## src/rtl/gprf_dump_ctrl.sv

```systemverilog
// Debug read-out engine: walks a GPRF register range through one read port and streams
// each word out over valid/ready. Optional trailing XOR checksum beat under DUMP_CHECKSUM_EN.
module gprf_dump_ctrl #(
   parameter int ADDR_W   = 5,
   parameter int DATA_W   = 32,
   parameter int NUM_REGS = 32
) (
   input  logic              clk,
   input  logic              rst,
   input  logic              start,
   input  logic [ADDR_W-1:0] first_addr,
   input  logic [ADDR_W-1:0] last_addr,
   output logic [ADDR_W-1:0] rf_address,
   input  logic [DATA_W-1:0] rf_data,
   output logic              dump_valid,
   input  logic              dump_ready,
   output logic [DATA_W-1:0] dump_data,
   output logic [ADDR_W-1:0] dump_addr,
   output logic              dump_last,
   output logic              busy,
   output logic              done,
   output logic [2:0]        dbg_state
);

   // Handshake: a beat transfers on a rising edge where dump_valid && dump_ready; while
   // dump_valid is high and dump_ready low, dump_data/dump_addr/dump_last hold; ready alone is ignored.
   typedef enum logic [2:0] {
      S_IDLE = 3'd0,
      S_READ = 3'd1,
      S_SEND = 3'd2,
`ifdef DUMP_CHECKSUM_EN
      S_CSUM = 3'd3,
`endif
      S_DONE = 3'd4
   } state_t;

   state_t            state_q, state_d;
   logic [ADDR_W-1:0] cur_q, cur_d;
   logic [ADDR_W-1:0] last_q, last_d;
   logic [DATA_W-1:0] data_q, data_d;
   logic [ADDR_W-1:0] addr_q, addr_d;
   logic [ADDR_W-1:0] cur_inc;
   logic              at_last;
`ifdef DUMP_CHECKSUM_EN
   logic [DATA_W-1:0] csum_q, csum_d;
`endif

   assign cur_inc = (cur_q == ADDR_W'(NUM_REGS - 1)) ? '0 : cur_q + 1'b1;
   assign at_last = (cur_q == last_q);

   always_ff @(posedge clk or negedge rst) begin
      if (!rst) begin
         state_q <= S_IDLE;
         cur_q   <= '0;
         last_q  <= '0;
         data_q  <= '0;
         addr_q  <= '0;
`ifdef DUMP_CHECKSUM_EN
         csum_q  <= '0;
`endif
      end else begin
         state_q <= state_d;
         cur_q   <= cur_d;
         last_q  <= last_d;
         data_q  <= data_d;
         addr_q  <= addr_d;
`ifdef DUMP_CHECKSUM_EN
         csum_q  <= csum_d;
`endif
      end
   end

   always_comb begin
      state_d = state_q;
      cur_d   = cur_q;
      last_d  = last_q;
      data_d  = data_q;
      addr_d  = addr_q;
`ifdef DUMP_CHECKSUM_EN
      csum_d  = csum_q;
`endif
      case (state_q)
         S_IDLE: begin
            if (start) begin
               cur_d   = first_addr;
               last_d  = last_addr;
`ifdef DUMP_CHECKSUM_EN
               csum_d  = '0;
`endif
               state_d = S_READ;
            end
         end
         S_READ: begin
            data_d  = rf_data;
            addr_d  = cur_q;
            state_d = S_SEND;
         end
         S_SEND: begin
            if (dump_ready) begin
`ifdef DUMP_CHECKSUM_EN
               csum_d = csum_q ^ data_q;
`endif
               if (at_last) begin
`ifdef DUMP_CHECKSUM_EN
                  // The checksum beat reuses the output registers so it holds like any beat.
                  data_d  = csum_q ^ data_q;
                  addr_d  = '0;
                  state_d = S_CSUM;
`else
                  state_d = S_DONE;
`endif
               end else begin
                  cur_d   = cur_inc;
                  state_d = S_READ;
               end
            end
         end
`ifdef DUMP_CHECKSUM_EN
         S_CSUM: begin
            if (dump_ready) state_d = S_DONE;
         end
`endif
         S_DONE:  state_d = S_IDLE;
         default: state_d = S_IDLE;
      endcase
   end

   assign rf_address = (state_q == S_READ) ? cur_q : '0;
   assign dump_data  = data_q;
   assign dump_addr  = addr_q;
   assign busy       = (state_q != S_IDLE);
   assign done       = (state_q == S_DONE);
   assign dbg_state  = state_q;
`ifdef DUMP_CHECKSUM_EN
   assign dump_valid = (state_q == S_SEND) || (state_q == S_CSUM);
   assign dump_last  = (state_q == S_CSUM);
`else
   assign dump_valid = (state_q == S_SEND);
   assign dump_last  = (state_q == S_SEND) && at_last;
`endif

endmodule

```

## config.mk

```make
export PLATFORM = sky130hd
export DESIGN_NAME = gprf_dump_ctrl
export DESIGN_NICKNAME = d
export VERILOG_FILES = /design/src/rtl/gprf_dump_ctrl.sv
export SDC_FILE = /design/constraint.sdc
export NUM_CORES = 1
export LEC_CHECK = 0
export BUFFER_PORTS_ARGS = -buffer_cell sky130_fd_sc_hd__buf_2
export CAP_MARGIN = 20
export CORE_AREA = 2 2 70 72
export CTS_BUF_LIST = sky130_fd_sc_hd__clkbuf_4 sky130_fd_sc_hd__clkbuf_8
export DETAILED_ROUTE_END_ITERATION = 10
export DIE_AREA = 0 0 72 74
export GPL_ROUTABILITY_DRIVEN = 0
export PLACE_DENSITY_LB_ADDON = 0.3
export SLEW_MARGIN = 0
export SYNTH_ARGS = -nofsm -noshare
export SYNTH_HDL_FRONTEND = slang
export SYNTH_SLANG_ARGS = --single-unit
```

## constraint.sdc

```tcl
create_clock -name clk -period 2 [get_ports clk]
set_clock_uncertainty 0.1 [all_clocks]
set_input_delay 0.1 -clock clk [delete_from_list [all_inputs] [get_ports clk]]
set_output_delay 0.1 -clock clk [all_outputs]
set_load 0.03 [all_outputs]
```

---- Yosys cells after proc, flatten, opt, wreduce, memory -nomap -nowiden ----
Index checks and enable logic that the tools add are counted.
storage, ports and cells
  input port bits ......................... 46
  word-level logic and storage cells ...... 31
  bits in registers ....................... 50
  output and inout bits ................... 49
cells by class
  muxes and demuxes ....................... 10
  $add $sub $neg .......................... 1
  eq/ne operators ......................... 8
  reduce and logical (&&, ||, !) cells .... 7
operator list
  operator                                                                  count
  5-bit two-way mux                                                         5
  5-bit one-hot mux with 2 select lines                                     1
  3-bit two-way mux                                                         3
  3-bit one-hot mux with 3 select lines                                     1
  5-bit by 1-bit adder with 5-bit output (second input constant)            1
  5-bit equality test                                                       1
  5-bit equality test (second input constant)                               1
  2-bit inequality test (second input constant)                             2
  2-bit AND reduction                                                       2
  4-bit AND reduction                                                       1
  3-bit by 1-bit equality test with 1-bit output (second input constant)    1
  3-bit by 2-bit equality test with 1-bit output (second input constant)    1
  3-bit equality test (second input constant)                               1
  3-bit zero test                                                           1
  3-bit nonzero test                                                        1
  2-bit by 1-bit inequality test with 1-bit output (second input constant)  1
  2-bit nonzero test                                                        1
  1-bit logical AND                                                         1

---- Logic depth before layout (Yosys ltp) ----
  depth in word-level cells ............... 5
  gate-level depth with buffers ........... 6
  mapped depth without buffers ............ 6

---- Least setup slack after synthesis ----
Ideal clock, no wire load.
  kind .................................... register -> register
  start ................................... register state_q[1], in the netlist dbg_state[1]
  end ..................................... register last_q[0]
  slack ................................... -4 ps
  data required time ...................... 1,775 ps
  setup time .............................. 125 ps
  arrival time ............................ 1,779 ps
  path buffers ............................ 1
  cell stages (with the launch flop) ...... 5
  period minus slack after synthesis ...... 2,004 ps
  cell sequence ........................... dfrtp_1 -> buf_6 -> or3_1 -> nor2_2 -> mux2_2
on the way
  word-level cells in the longest chain between the ends .. 2
RTL lines
  element                               line  RTL
  start: declaration                    37    state_t state_q, state_d;
  start signal: assignment              62    state_q <= state_d;
  3-bit zero test                       82    case (state_q)
  2-bit AND reduction (no source line)  --
  end signal: assignment                64    last_q <= last_d;
  end: declaration                      39    logic [ADDR_W-1:0] last_q, last_d;
No other way between the ends.
A chain may end at the register's enable or synchronous reset.

---- Final worst setup path ----
  start ................................... register cur_q[2]
  end ..................................... output dump_last
on the way
  word-level cells in the longest chain between the ends .. 2
RTL lines
  element                   line  RTL
  start: declaration        38    logic [ADDR_W-1:0] cur_q, cur_d;
  start signal: assignment  63    cur_q <= cur_d;
  5-bit equality test       49    assign at_last = (cur_q == last_q);
  1-bit logical AND         139   assign dump_last = (state_q == S_SEND) && at_last;
  end: declaration          19    output logic dump_last,
No other way between the ends.

==> reports/qor.yml <==
status: "finished clean"
instances_no_fill: 356
fin_crit_sh_pct: 95.5
multi_input_area_um2: 870
worst_slew_pin_slew_ns: 0.595
p_seq_share_pct: 32.6
netlist_area_um2: 2170
hold_ws_ns: 0.0303
vias: 1734
p_leak_uw: 0.00164
cts_buffer_depth: 2
slew-limit-headroom_pct: 60.3
clkPwrFrac_pct: 10.6
swShare_pct: 43.7
power.internal_uw: 3170
grt_overflow_total: 0
portBuffers: 94
wl_per_cell_um: 15.2
cp-start-kind: "flop"
setup_viol: 0
clkLatencyLatePin_ns: 0.29
synth_area_leaders: "dfrtp_1, mux2_1, mux2_2"
die_w_um: 72
holdPathStages: 3
avgSynthCellArea_um2: 14.2
rows: 25
grt_first_pass_wirelength_um: 8400
reg2regPathDepth: 5
cts_inserted_buffers: 5
h-tree-depth: 2
dieArea_um2: 5330
synth-edff-count: 0
finalPower_uw: 5630
synthTopCellsByCount: "dfrtp_1, mux2_1, mux2_2, nand2_1"
worstPathRequired_ns: 1.80
synth_nets: 201
drive_gt1_share_pct: 47.7
ant_nets: 0
hold_viol: 0
fillers: 327
clockRootBuffer: "clkbuf_8"
grt_pass1_vias: 1743
switchingPower_uw: 2460
cts.sinks: 50
viasPerCell: 4.87
io_pins: 95
first_iter_violations: 82
reg2reg_setup_slack_ns: 0.10
wl_um: 5430
antenna_cells: 0
maxCapViolations: 0
antenna_found_initial: 0
yosysMostFrequentCell: "dfrtp_1"
max_freq_mhz: 523
drcViolationCount: 0
drt-pass1-iter-count: 3
finalMaxSlewViolations: 0
nets: 349
synth.top_cell.area_share_pct: 57.6
synth_top_cell_by_area: "dfrtp_1"
reg2reg_to: "dump_data[7]"
placed_cells: 301
min_from: "first_addr[2]"
post-dp-hpwl_um: 3260
crit_type: "flop to primary output"
seqCellArea_um2: 1250
core_um2: 4600
cts_tree: "built"
power_density_nw_per_um2: 1680
grtUsageTotal_pct: 21.0
endpoint_kind: "primary output"
die_h_um: 74
power_frac_comb_pct: 56.7
hold_path.class: "primary input to flop"
grt_max_degree: 27
crit_path_max_fanout: 5
ir_worst_vdd_uv: 912
ys_warn_count: 0
post_synth_num_cell_types: 36
r2r_start: "dbg_state[1]"
whs_endpoint: "cur_q[2]"
synth_flop_cell: "dfrtp_1"
crit_arrival_ns: 1.71
yosysSeqAreaShare_pct: 57.6
path_clk_slew_ns: 0.09
synthCells: 153
ys_ff_latch: 50
syn2layout_area_growth_pct: 54.1
start_util_pct: 47.2
period_minus_slack_ns: 1.91
synth-async-reset-ratio_pct: 100
==> routing by layer <==
layer,global-route usage (%),wire length [um],up-vias
li1,-,-,834
met1,26.4,2300,823
met2,35.1,2700,66
met3,4.47,296,11
met4,10.1,129,0
met5,0,0,-
==> how the worst max path moves through the flow <==
stage	from	end	cells past startpoint
2_1_floorplan	dbg_state[1]	cur_q[0]	6
5_1_grt	cur_q[2]	dump_last	5
3_5_place_dp	dbg_state[1]	cur_q[1]	5
3_3_place_gp	dbg_state[1]	cur_q[4]	5
4_1_cts	dbg_state[1]	rf_address[0]	5
6_report	cur_q[2]	dump_last	5
==> power by group through the flow <==
stage / combinational, uW / sequential [uW] / clock, uW
2_1_floorplan: 1300 / 2620 / 0
3_3_place_gp: 2890 / 1830 / 0
3_5_place_dp: 2910 / 1850 / 0
4_1_cts: 3060 / 1830 / 622
5_1_grt: 3410 / 1910 / 671
6_report: 3200 / 1840 / 599
==> registers in the layout (all words and copies together), names as in the netlist <==
name       cells
dump_data     32
cur_q          5
dbg_state      3
dump_addr      5
last_q         5
==> critical path, cell delays in order, from the launching register on <==
cell and delay [ns]:
dfrtp_2 0.46, xor2_1 0.20, nor4_4 0.33, nand2_1 0.12, nor2_1 0.11, clkbuf_4 0.20
==> cell type report <==
cell class                 instances  share of cell area, %
multi-input combinational         92                   26.0
inverter                           4                  0.523
tap                               54                   2.02
sequential                        50                   37.4
clock buffer                       7                   2.69
clock inverter                     1                  0.149
timing repair buffer             148                   31.2
==> repair_timing <==
| item | in CTS | in global routing |
|---|---|---|
| setup endpoints to repair | 2 | 7 |
| endpoints found under the hold margin | 64 | 0 |
| pin swaps | 0 | 2 |
| resized for setup | 0 | 3 |
| hold buffers | 40 | 0 |
| buffers inserted | 0 | 5 |
| gates cloned | 1 | 1 |
==> cell usage in the layout, fill, tap and decap left out, types with 2 or more instances in the layout <==
cell type	n
buf_2	93
dfrtp_1	49
dlygate4sd3_1	40
mux2_1	27
mux2_2	15
buf_4	10
nand2_1	8
clkbuf_8	6
and2_1	4
xor2_1	4
mux2_4	3
nor3b_1	2
inv_1	2
a21oi_1	2
o21ai_0	2
nand4_1	2
o211ai_1	2
nor3_1	2
ha_1	2
clkbuf_4	2
buf_12	2
==> kinds of logic after synthesis <==
| logic type | synth area share, % |
|---|---|
| flops | 57.6 |
| mux | 24.3 |
| simple gates | 8.81 |
| buf+inv | 3.00 |
| compound gates | 3.11 |
| xor+xnor | 2.02 |
| fa+ha+maj | 1.15 |
==> metrics by stage <==
stage | setup TNS (ns) | utilization (%) | setup WS [ns] | instance area, um^2
after floorplan | 0 | - | 0.0896 | 2180
after global placement | 0 | 59.8 | 0.251 | 2750
after detailed placement | 0 | 59.8 | 0.217 | 2750
after CTS | 0 | 71.3 | 0.00116 | 3280
after global routing | -0.0110 | 72.8 | -0.0110 | 3350
final | 0 | 72.8 | 0.0896 | 3350
Power figures use the tool's default switching activity.
